**src/rtl/ip2_dnn_capture_pkg.sv**
```systemverilog
// Shared IP2 test-mux types and constants used by the DNN-output capture state machine.
// Period lengths of zero are treated as one by the helper below.
package cms_pix28_package;

   typedef enum logic [2:0] {
      IDLE_IP2_DC       = 3'd0,
      DELAY_TEST_IP2_DC = 3'd1,
      RESET_NOT_IP2_DC  = 3'd2,
      ACQUIRE_IP2_DC    = 3'd3,
      DONE_IP2_DC       = 3'd4
   } state_t_sm_ip2_dnn_capture;

   localparam logic CAPTURE_MODE_FIRST = 1'b0;
   localparam logic CAPTURE_MODE_LAST  = 1'b1;

   function automatic logic [3:0] periods_min1(input logic [3:0] periods);
      return (periods == 4'd0) ? 4'd1 : periods;
   endfunction

endpackage

```
**src/rtl/ip2_capture_shreg.sv**
```systemverilog
// Single-channel capture shift register: newest sample enters at the LSB.
// Synchronous clear has priority over shifting.
module ip2_capture_shreg
   import cms_pix28_package::*;
#(
   parameter int DEPTH = 48
) (
   input  logic             clk,
   input  logic             reset_not,
   input  logic             clr,
   input  logic             shift_en,
   input  logic             din,
   output logic [DEPTH-1:0] dout
);

   logic [DEPTH-1:0] shreg_r;

   // Capture register: clear on test start, otherwise shift when enabled
   always_ff @(posedge clk or negedge reset_not) begin
      if (!reset_not) begin
         shreg_r <= '0;
      end else if (clr) begin
         shreg_r <= '0;
      end else if (shift_en) begin
         shreg_r <= {shreg_r[DEPTH-2:0], din};
      end else begin
         shreg_r <= shreg_r;
      end
   end

   assign dout = shreg_r;

endmodule

```
**src/rtl/ip2_dnn_capture.sv**
```systemverilog
// IP2 DNN-output capture state machine: sequences DUT reset and trigger pulses
// phase-locked to clk_counter and records N_CH DNN output bits per clock.
module ip2_dnn_capture
   import cms_pix28_package::*;
#(
   parameter int N_CH  = 2,
   parameter int DEPTH = 48,
   parameter int CNT_W = 6
) (
   input  logic                      clk,
   input  logic                      reset_not,
   input  logic                      enable,
   input  logic [CNT_W-1:0]          clk_counter,
   input  logic [CNT_W-1:0]          test_delay,
   input  logic [CNT_W-1:0]          test_trig_out_phase,
   input  logic                      test_mask_reset_not,
   input  logic                      test_start_re,
   input  logic [3:0]                acq_periods,
   input  logic [3:0]                trig_periods,
   input  logic                      capture_mode,
   input  logic [N_CH-1:0]           dnn_in,
   output state_t_sm_ip2_dnn_capture state,
   output logic                      o_reset_not,
   output logic                      o_vin_test_trig_out,
   output logic                      o_status_done,
   output logic                      o_status_overflow,
   output logic [7:0]                o_sample_cnt,
   output logic [N_CH*DEPTH-1:0]     o_dnn_capture
);

   localparam logic [7:0] DEPTH_CNT = 8'(DEPTH);

   state_t_sm_ip2_dnn_capture state_r, state_nxt_s;
   logic [3:0] period_r, period_nxt_s;
   logic [3:0] acq_len_r, trig_req_s, trig_len_s;
   logic       mode_r;
   logic       reset_not_r, reset_not_nxt_s;
   logic       trig_r, trig_nxt_s;
   logic       done_r, overflow_r;
   logic [7:0] sample_cnt_r;
   logic       match_s, trig_phase_s, start_s, active_s, enter_done_s, shift_en_s;

   assign match_s      = (clk_counter == test_delay);
   assign trig_phase_s = (clk_counter == test_trig_out_phase);
   assign start_s      = enable && (state_r == IDLE_IP2_DC) && test_start_re;
   assign active_s     = enable && ((state_r == DELAY_TEST_IP2_DC) ||
                                    (state_r == RESET_NOT_IP2_DC)  ||
                                    (state_r == ACQUIRE_IP2_DC));
   assign enter_done_s = enable && (state_r == ACQUIRE_IP2_DC) && (state_nxt_s == DONE_IP2_DC);
   assign trig_req_s   = periods_min1(trig_periods);
   assign trig_len_s   = (trig_req_s > acq_len_r) ? acq_len_r : trig_req_s;
   // First-mode capture freezes once the register is full
   assign shift_en_s   = active_s && ((mode_r == CAPTURE_MODE_LAST) || (sample_cnt_r < DEPTH_CNT));

   // Next-state, period counter, DUT reset and trigger decode
   always_comb begin
      state_nxt_s     = state_r;
      period_nxt_s    = period_r;
      reset_not_nxt_s = 1'b1;
      trig_nxt_s      = trig_r;
      if (!enable) begin
         state_nxt_s = IDLE_IP2_DC;
         trig_nxt_s  = 1'b0;
      end else begin
         case (state_r)
            IDLE_IP2_DC: begin
               if (test_start_re) begin
                  state_nxt_s  = DELAY_TEST_IP2_DC;
                  period_nxt_s = 4'd0;
               end else begin
                  state_nxt_s = IDLE_IP2_DC;
               end
            end
            DELAY_TEST_IP2_DC: begin
               if (match_s) begin
                  state_nxt_s     = RESET_NOT_IP2_DC;
                  reset_not_nxt_s = test_mask_reset_not;
               end else begin
                  state_nxt_s = DELAY_TEST_IP2_DC;
               end
            end
            RESET_NOT_IP2_DC: begin
               if (match_s) begin
                  state_nxt_s     = ACQUIRE_IP2_DC;
                  reset_not_nxt_s = 1'b1;
               end else begin
                  reset_not_nxt_s = reset_not_r;
               end
            end
            ACQUIRE_IP2_DC: begin
               if (trig_phase_s && (period_r == 4'd0)) begin
                  trig_nxt_s = 1'b1;
               end else if (trig_phase_s && (period_r == trig_len_s)) begin
                  trig_nxt_s = 1'b0;
               end else begin
                  trig_nxt_s = trig_r;
               end
               // The final period boundary ends acquisition and drops a still-high trigger
               if (match_s && (period_r == (acq_len_r - 4'd1))) begin
                  state_nxt_s = DONE_IP2_DC;
                  trig_nxt_s  = 1'b0;
               end else if (match_s) begin
                  period_nxt_s = period_r + 4'd1;
               end else begin
                  period_nxt_s = period_r;
               end
            end
            DONE_IP2_DC: begin
               state_nxt_s = IDLE_IP2_DC;
            end
            default: begin
               state_nxt_s = IDLE_IP2_DC;
               trig_nxt_s  = 1'b0;
            end
         endcase
      end
   end

   // State, period counter and DUT-facing pulse registers
   always_ff @(posedge clk or negedge reset_not) begin
      if (!reset_not) begin
         state_r     <= IDLE_IP2_DC;
         period_r    <= 4'd0;
         reset_not_r <= 1'b1;
         trig_r      <= 1'b0;
      end else begin
         state_r     <= state_nxt_s;
         period_r    <= period_nxt_s;
         reset_not_r <= reset_not_nxt_s;
         trig_r      <= trig_nxt_s;
      end
   end

   // Test configuration latch, sample counter and status flags
   always_ff @(posedge clk or negedge reset_not) begin
      if (!reset_not) begin
         acq_len_r    <= 4'd1;
         mode_r       <= CAPTURE_MODE_FIRST;
         sample_cnt_r <= 8'd0;
         done_r       <= 1'b0;
         overflow_r   <= 1'b0;
      end else if (start_s) begin
         acq_len_r    <= periods_min1(acq_periods);
         mode_r       <= capture_mode;
         sample_cnt_r <= 8'd0;
         done_r       <= 1'b0;
         overflow_r   <= 1'b0;
      end else begin
         if (active_s && (sample_cnt_r != 8'hFF)) begin
            sample_cnt_r <= sample_cnt_r + 8'd1;
         end else begin
            sample_cnt_r <= sample_cnt_r;
         end
         if (active_s && (mode_r == CAPTURE_MODE_FIRST) && (sample_cnt_r >= DEPTH_CNT)) begin
            overflow_r <= 1'b1;
         end else begin
            overflow_r <= overflow_r;
         end
         if (enter_done_s) begin
            done_r <= 1'b1;
         end else begin
            done_r <= done_r;
         end
      end
   end

   for (genvar c = 0; c < N_CH; c++) begin : g_ch
      ip2_capture_shreg #(.DEPTH(DEPTH)) u_shreg (
         .clk       (clk),
         .reset_not (reset_not),
         .clr       (start_s),
         .shift_en  (shift_en_s),
         .din       (dnn_in[c]),
         .dout      (o_dnn_capture[c*DEPTH +: DEPTH])
      );
   end

   assign state               = state_r;
   assign o_reset_not         = reset_not_r;
   assign o_vin_test_trig_out = trig_r;
   assign o_status_done       = done_r;
   assign o_status_overflow   = overflow_r;
   assign o_sample_cnt        = sample_cnt_r;

endmodule
```
**config.mk**
```make
export PLATFORM = sky130hd
export DESIGN_NAME = ip2_dnn_capture
export DESIGN_NICKNAME = d
export VERILOG_FILES = /design/src/rtl/ip2_dnn_capture_pkg.sv /design/src/rtl/ip2_capture_shreg.sv /design/src/rtl/ip2_dnn_capture.sv
export SDC_FILE = /design/constraint.sdc
export NUM_CORES = 1
export LEC_CHECK = 0
export ABC_AREA = 1
export CAP_MARGIN = 20
export CORE_MARGIN = 4
export CORE_UTILIZATION = 30
export CTS_CLUSTER_DIAMETER = 120
export DETAILED_ROUTE_END_ITERATION = 8
export GPL_ROUTABILITY_DRIVEN = 0
export GPL_TIMING_DRIVEN = 0
export SKIP_CTS_REPAIR_TIMING = 1
export SLEW_MARGIN = 40
export SYNTH_ARGS = -nofsm -noshare
export SYNTH_HDL_FRONTEND = slang
export SYNTH_HIERARCHICAL = 1
export SYNTH_SLANG_ARGS = --single-unit
```
**constraint.sdc**
```tcl
create_clock -name clk -period 5.2 [get_ports clk]
set_input_delay 1.3 -clock clk [delete_from_list [all_inputs] [get_ports clk]]
set_output_delay 1.3 -clock clk [all_outputs]
set_load 0.01 [all_outputs]
```
# Yosys cells after proc, flatten, opt, wreduce, memory -nomap -nowiden
# Cells that the tools add are included.
[word_totals]
ff_bits = 120
input_bits = 34
output_inout_bits = 111
wordCells = 93
[classes]
add_sub_neg = 3
order_cmp = 3
n_eq_ne = 16
muxes = 32
n_bitwise = 1
reduce_logical = 27
[op_table]
columns = ["op", "n"]
rows = [
  ["$mux 48", 4],
  ["$mux 4", 6],
  ["$mux 8", 2],
  ["$eq 6x6->1", 2],
  ["$logic_and 1x1->1", 12],
  ["$logic_not 4->1", 3],
  ["$mux 1", 12],
  ["$pmux 3 s4", 1],
  ["$reduce_bool 2->1", 5],
  ["$mux 3", 3],
  ["$add 8x1->8 const B", 1],
  ["$eq 4x4->1", 2],
  ["$ge 8x6->1 const B", 1],
  ["$lt 8x6->1 const B", 1],
  ["$ne 2x2->1 const B", 4],
  ["$ne 8x8->1 const B", 1],
  ["$pmux 4 s2", 1],
  ["$eq 3x2->1 const B", 2],
  ["$eq 3x3->1 const B", 2],
  ["$ne 5x2->1 const B", 1],
  ["$reduce_and 5->1", 1],
  ["$add 4x1->4 const B", 1],
  ["$gt 4x4->1", 1],
  ["$pmux 1 s2", 2],
  ["other kinds (9)", 11],
]

# Depth between registers and ports, before layout
[logic_depth]
ltp_word = 11
depth_mapped = 19

# Modules after synthesis
# The synthesis kept the hierarchy.
[modules_own_cells]
columns = ["module", "instances", "cells_each", "area_per_inst_um2", "seq_area_each_um2"]
rows = [
  ["ip2_capture_shreg", 2, 209, 1908.1, 1201.2],
  ["ip2_dnn_capture", 1, 223, 1707.9, 603.1],
]

# Worst setup path before layout
# OpenSTA, ideal clock, no wires.
[synth_path]
kind = "input -> register"
from = "input port trig_periods[1]"
to = "register trig_r, in the netlist o_vin_test_trig_out"
setup_ns = 0.125
t_arrival_ns = 2.645
required_ns = 5.075
setup_slack_ns = 2.430
path_stages = 19
n_path_buf = 0
path_cell_list = "nor3_1 nor2_1 ha_1 inv_1 nand2_1 nand2_1 nand2_1 nand2_1 nand2_1 nand2_1 nand2_1 nand2_1 nand2_1 nor2_1 nand3_1 nand2_1 nand2_1 nand2_1 a21oi_1"
[synth_via]
elab_chain_cells = 8
[synth_lines]
columns = ["element", "line_no", "rtl"]
rows = [
  ["start: declaration", "ip2_dnn_capture.sv:19", "input logic [3:0] trig_periods,"],
  ["$logic_not 4->1", "ip2_dnn_capture_pkg.sv:17", "return (periods == 4'd0) ? 4'd1 : periods;"],
  ["$mux 4 (*)", "ip2_dnn_capture_pkg.sv:17", ""],
  ["$gt 4x4->1", "ip2_dnn_capture.sv:51", "assign trig_len_s = (trig_req_s > acq_len_r) ? acq_len_r : trig_req_s;"],
  ["$mux 4 (*)", "ip2_dnn_capture.sv:51", ""],
  ["$eq 4x4->1 (*)", "ip2_dnn_capture.sv:93", "end else if (trig_phase_s && (period_r == trig_len_s)) begin"],
  ["$logic_and 1x1->1 (*)", "ip2_dnn_capture.sv:93", ""],
  ["$ne 5x2->1 (no source line) (*)", "n/a", ""],
  ["$reduce_and 2->1 (no source line) (*)", "n/a", ""],
  ["end signal: assignment", "ip2_dnn_capture.sv:130", "trig_r <= trig_nxt_s;"],
  ["end: declaration", "ip2_dnn_capture.sv:38", "logic trig_r, trig_nxt_s;"],
]
# Mark *: on every way between the ends. The rest lies on a longest branch, timed or not.
# A chain may end at the register's enable or synchronous reset.

# Worst setup path after layout
[layout_path]
from = "input port trig_periods[3]"
to = "register trig_r, in the netlist o_vin_test_trig_out"
# Same word-level chain as after synthesis.

==> reports/results.txt <==
The flow ran to the end, and the final reports show no timing, DRC or antenna violations. Of all cell types, the one taking the most synthesized area is dfrtp_1. For this run, the post-layout net count is 849. The run gives 0 as the number of endpoints with negative hold slack in the final report.

The logs give 0 for the number of max-slew violations in the final report and 0.00552 mm^2 for the combined area of all synthesized cells. The worst path uses 58.4% of the clock period. The cell that appears most often on the critical path is nand2_1. When the netlist entered floorplanning its net count stood at 683. OpenSTA, run right after detailed placement, puts the worst setup slack at 1.59 ns. Traced cell by cell, the critical path runs through clkdlybuf4s50_1, nor3_1, nor2_1, ha_1, inv_1, nand2_1, nand2_1, nand2_1, nand2_1, nand2_1, nand2_1, nand2_1, nand2_1, nand2_1, nor2_1, nand3_1, nand2_1, nand2_1, nand2_1, a21oi_1. The logs give 2.16 ns for the worst path setup slack after routing and 0 for the aggregate global routing overflow.

The number of vias in the routed layout was 4820; the longest individual stage delay on the worst path was 0.46 ns. Sequential cells burn 39.2% of the power. The sequential share of the synthesized area was 54.4%; the critical path required time was 5.49 ns. The worst max-slew margin expressed relative to the limit came out at 72.4%. After detailed placement, the design holds a cell count of 1016.

After filler insertion, the fill cell instance count of the layout stands at 1768. For this run, the total global-route usage over all layers was measured as 14.6%. At the pin with the least slew margin, the transition time is 0.415 ns. The die is 144 um tall. After layout, the minimum clock period comes to 3.04 ns. The logs give 0.494 ns for the worst hold margin and 49.7% for the share of power burned in the clock network. The post-route cell area is 0.00793 mm^2.

The standard cell core area is 0.0180 mm^2. The synthesized design contains 0 enable-type register cells. In this run the deepest clock path goes through 2 buffers.

In the final layout, the multi-input gates occupy 0.00220 mm^2. STA classifies the critical path startpoint as a primary input. The first global-routing pass estimated 23800 um of wire.

The worst setup path is of the in -> reg kind. The tightest min-delay check is of the reg -> reg type. The post-CTS clock slew at the launch and capture registers of the worst setup and hold paths came out at 0.06 ns. Using the TritonRoute via totals, the vias-per-cell ratio works out to 4.59. The HPWL after detailed placement is 10500 um. Along the worst path, the maximum fanout reaches 7. The number of antenna diodes in the final layout is 0.

The worst register-to-register path has a depth of 10. For this design, the slowest cell found on the critical path is clkdlybuf4s50_1. The worst-case IR drop observed on VDD is 0.000234 V. Summed over all cells, the static leakage comes to 3.89 nW. The run gives 0.00301 mm^2 as the register cell area after layout. For this run, the share of the core covered by cells in the final layout is 44.0%. The post-synthesis register bit count works out to 120.

The tools report the cell at the root of the clock tree as clkbuf_16. Setup violations remaining at the end of the flow were counted as 0. Before antenna repair, the detailed router went through 5 iterations. Yosys printed 6 warnings. Across the routed clock network, the largest skew measured is 0.00784 ns. For the worst setup path, the data arrival time is 3.33 ns.

The number of I/O port buffers is 144. By count the netlist is led by 240 x nand2_1, 118 x dfrtp_1, 113 x nand3_1, 27 x inv_1, 20 x nor2_1. In the routed design, unresolved DRC markers number 0.

The number of global-route vias before repair is 4598. For this run, the number of standard cells in the final layout without fillers is 1049. TritonCTS created 17 clock buffers. The number of antenna violations at the first check in global routing is 0.

The clock net in this run drives a total of 120 sinks. The floorplan has 49 rows. Synthesis produced 641 cells. In this run the horizontal extent of the chip is 144 um. The top cell type by area accounts for 53.5% of the synthesized area.

Power per cell area: 313 mW/mm^2. Net switching is 26.1% of the power. Dividing the detail-routed wire length by the instance count gives 13.8 um. The highest clock frequency the design can meet came out at 329 MHz. The floorplan step defined a die boundary enclosing 0.0206 mm^2. Setup repair after global routing left no endpoint under its margin. The tools report the cell-internal power as 1.83 mW.

In this run the cell area measured after placement is 0.00730 mm^2. Max-cap violations in this run came to 0. Sorting the synthesized cells by area gives the leading types as dfrtp_1 53%, nand2_1 16%, nand3_1 10%, inv_1 1.8%, ha_1 1.8%.

The number of cells on the worst hold path came out at 1. The fraction of final layout cells sized beyond drive strength 1 was 11.0%; the count of routing violations after the opening detailed-route iteration was 250. The synthesized area divided by synthesized cell count was 8.62 um^2. The number of placed I/O pins came out at 145. In this run the remaining antenna-violating nets after routing total 0. From synthesis to final layout, the design area changed by 43.5%. Of all flip-flops after synthesis, the portion carrying an async set or reset was 100%.

The CTS H-tree depth was 4. The most frequent cell after synthesis was nand2_1. TritonCTS built the clock tree.

Combinational logic is responsible for 11.1% of the overall power. The tools report the starting density of the core as 30.6%. Among all flip-flop cells after synthesis, the most frequent one is dfrtp_1. Total wire length: 14500 um. The endpoint class of the critical path is a register. Entering global routing, the biggest net connects 74 pins. After synthesis, the netlist uses 39 different library cells. The logs give 0.647 mW for the switching power of the nets and 0.41 ns for the source-to-sink clock delay at the later pin of the worst-skew pair.
## cells in the final DEF (no fill, tap or decap), drive strengths merged, types with 9 or more instances in the layout
cell	Yosys	routed
a21oi	12	12
buf	31	35
clkbuf	1	19
clkdlybuf4s50	0	143
dfrtp	118	118
inv	32	38
nand2	241	241
nand3	116	116
nor2	26	26
nor3	9	9
o21ai	13	13
xor2	10	10
## path summary, 6_finish.rpt
kind,to,start,slack (ns)
setup / recovery,o_vin_test_trig_out,trig_periods[3],2.16
min in group asynchronous,g_ch[1].u_shreg/dout[39],reset_not,0.78
hold reg to reg,o_status_done,o_status_done,0.49
setup reg to reg,g_ch[1].u_shreg/dout[27],state[1],3.03
hold / removal,o_status_done,o_status_done,0.49
max in group asynchronous,acq_len_r[0],reset_not,3.68
## power groups by stage
stage          logic [mW]  registers [mW]  clock network, mW
2_1_floorplan       0.156           0.990                  0
3_3_place_gp        0.271           0.990                  0
3_5_place_dp        0.278           0.988                  0
4_1_cts             0.279           0.973               1.27
5_1_grt             0.313           0.974               1.32
6_report            0.275           0.973               1.23
## per-stage QoR
step	setup TNS (ns)	total power [mW]
floorplan	0	1.15
global placement	-247.18	1.26
detailed placement	0	1.27
CTS	0	2.52
global route	0	2.60
finish	0	2.48
## critical path, delay by kind of cell
| kind | cells | cell delay (ns) |
|---|---|---|
| compound gates | 1 | 0.05 |
| fa+ha+maj | 1 | 0.18 |
| simple gates | 16 | 1.28 |
| buf+inv | 2 | 0.51 |
## registers in the layout, indices dropped and copies added, names as in the netlist
name,cells
acq_len_r,4
period_r,4
mode_r,1
o_reset_not,1
o_status_overflow,1
o_vin_test_trig_out,1
o_status_done,1
o_sample_cnt,8
state,3
g_ch.u_shreg/dout,96
## area by class of cell
type	instances	share of cell area, %
multi-input combinational	457	27.8
tap	229	3.62
sequential	120	37.9
clock buffer	18	5.42
timing repair buffer	147	18.8
inverter	32	1.55
clock inverter	14	2.38
buffer	32	2.53
## cell families after synthesis
kind of cell	count (synthesis)	synth area share, %
AOI/OAI and AO/OA	33	3.62
xor gates and xnor gates	15	2.38
adders and majority gates	8	1.81
buffers and inverters	64	5.84
DFF	120	54.4
and+or+nand+nor	401	31.9
## layer usage
layer  part of all wire, %  GRT usage (%)  vias to the layer above  wire length, um
met2                    47           22.0                      125             6760
met1                    46           20.1                     2261             6710
met3                   5.4           4.63                       14              781
li1                      -              -                     2420                -
met5                     0              0                        -                0
met4                   1.8           4.31                        0              256
Note: power is estimated with default switching activity, not from simulation.
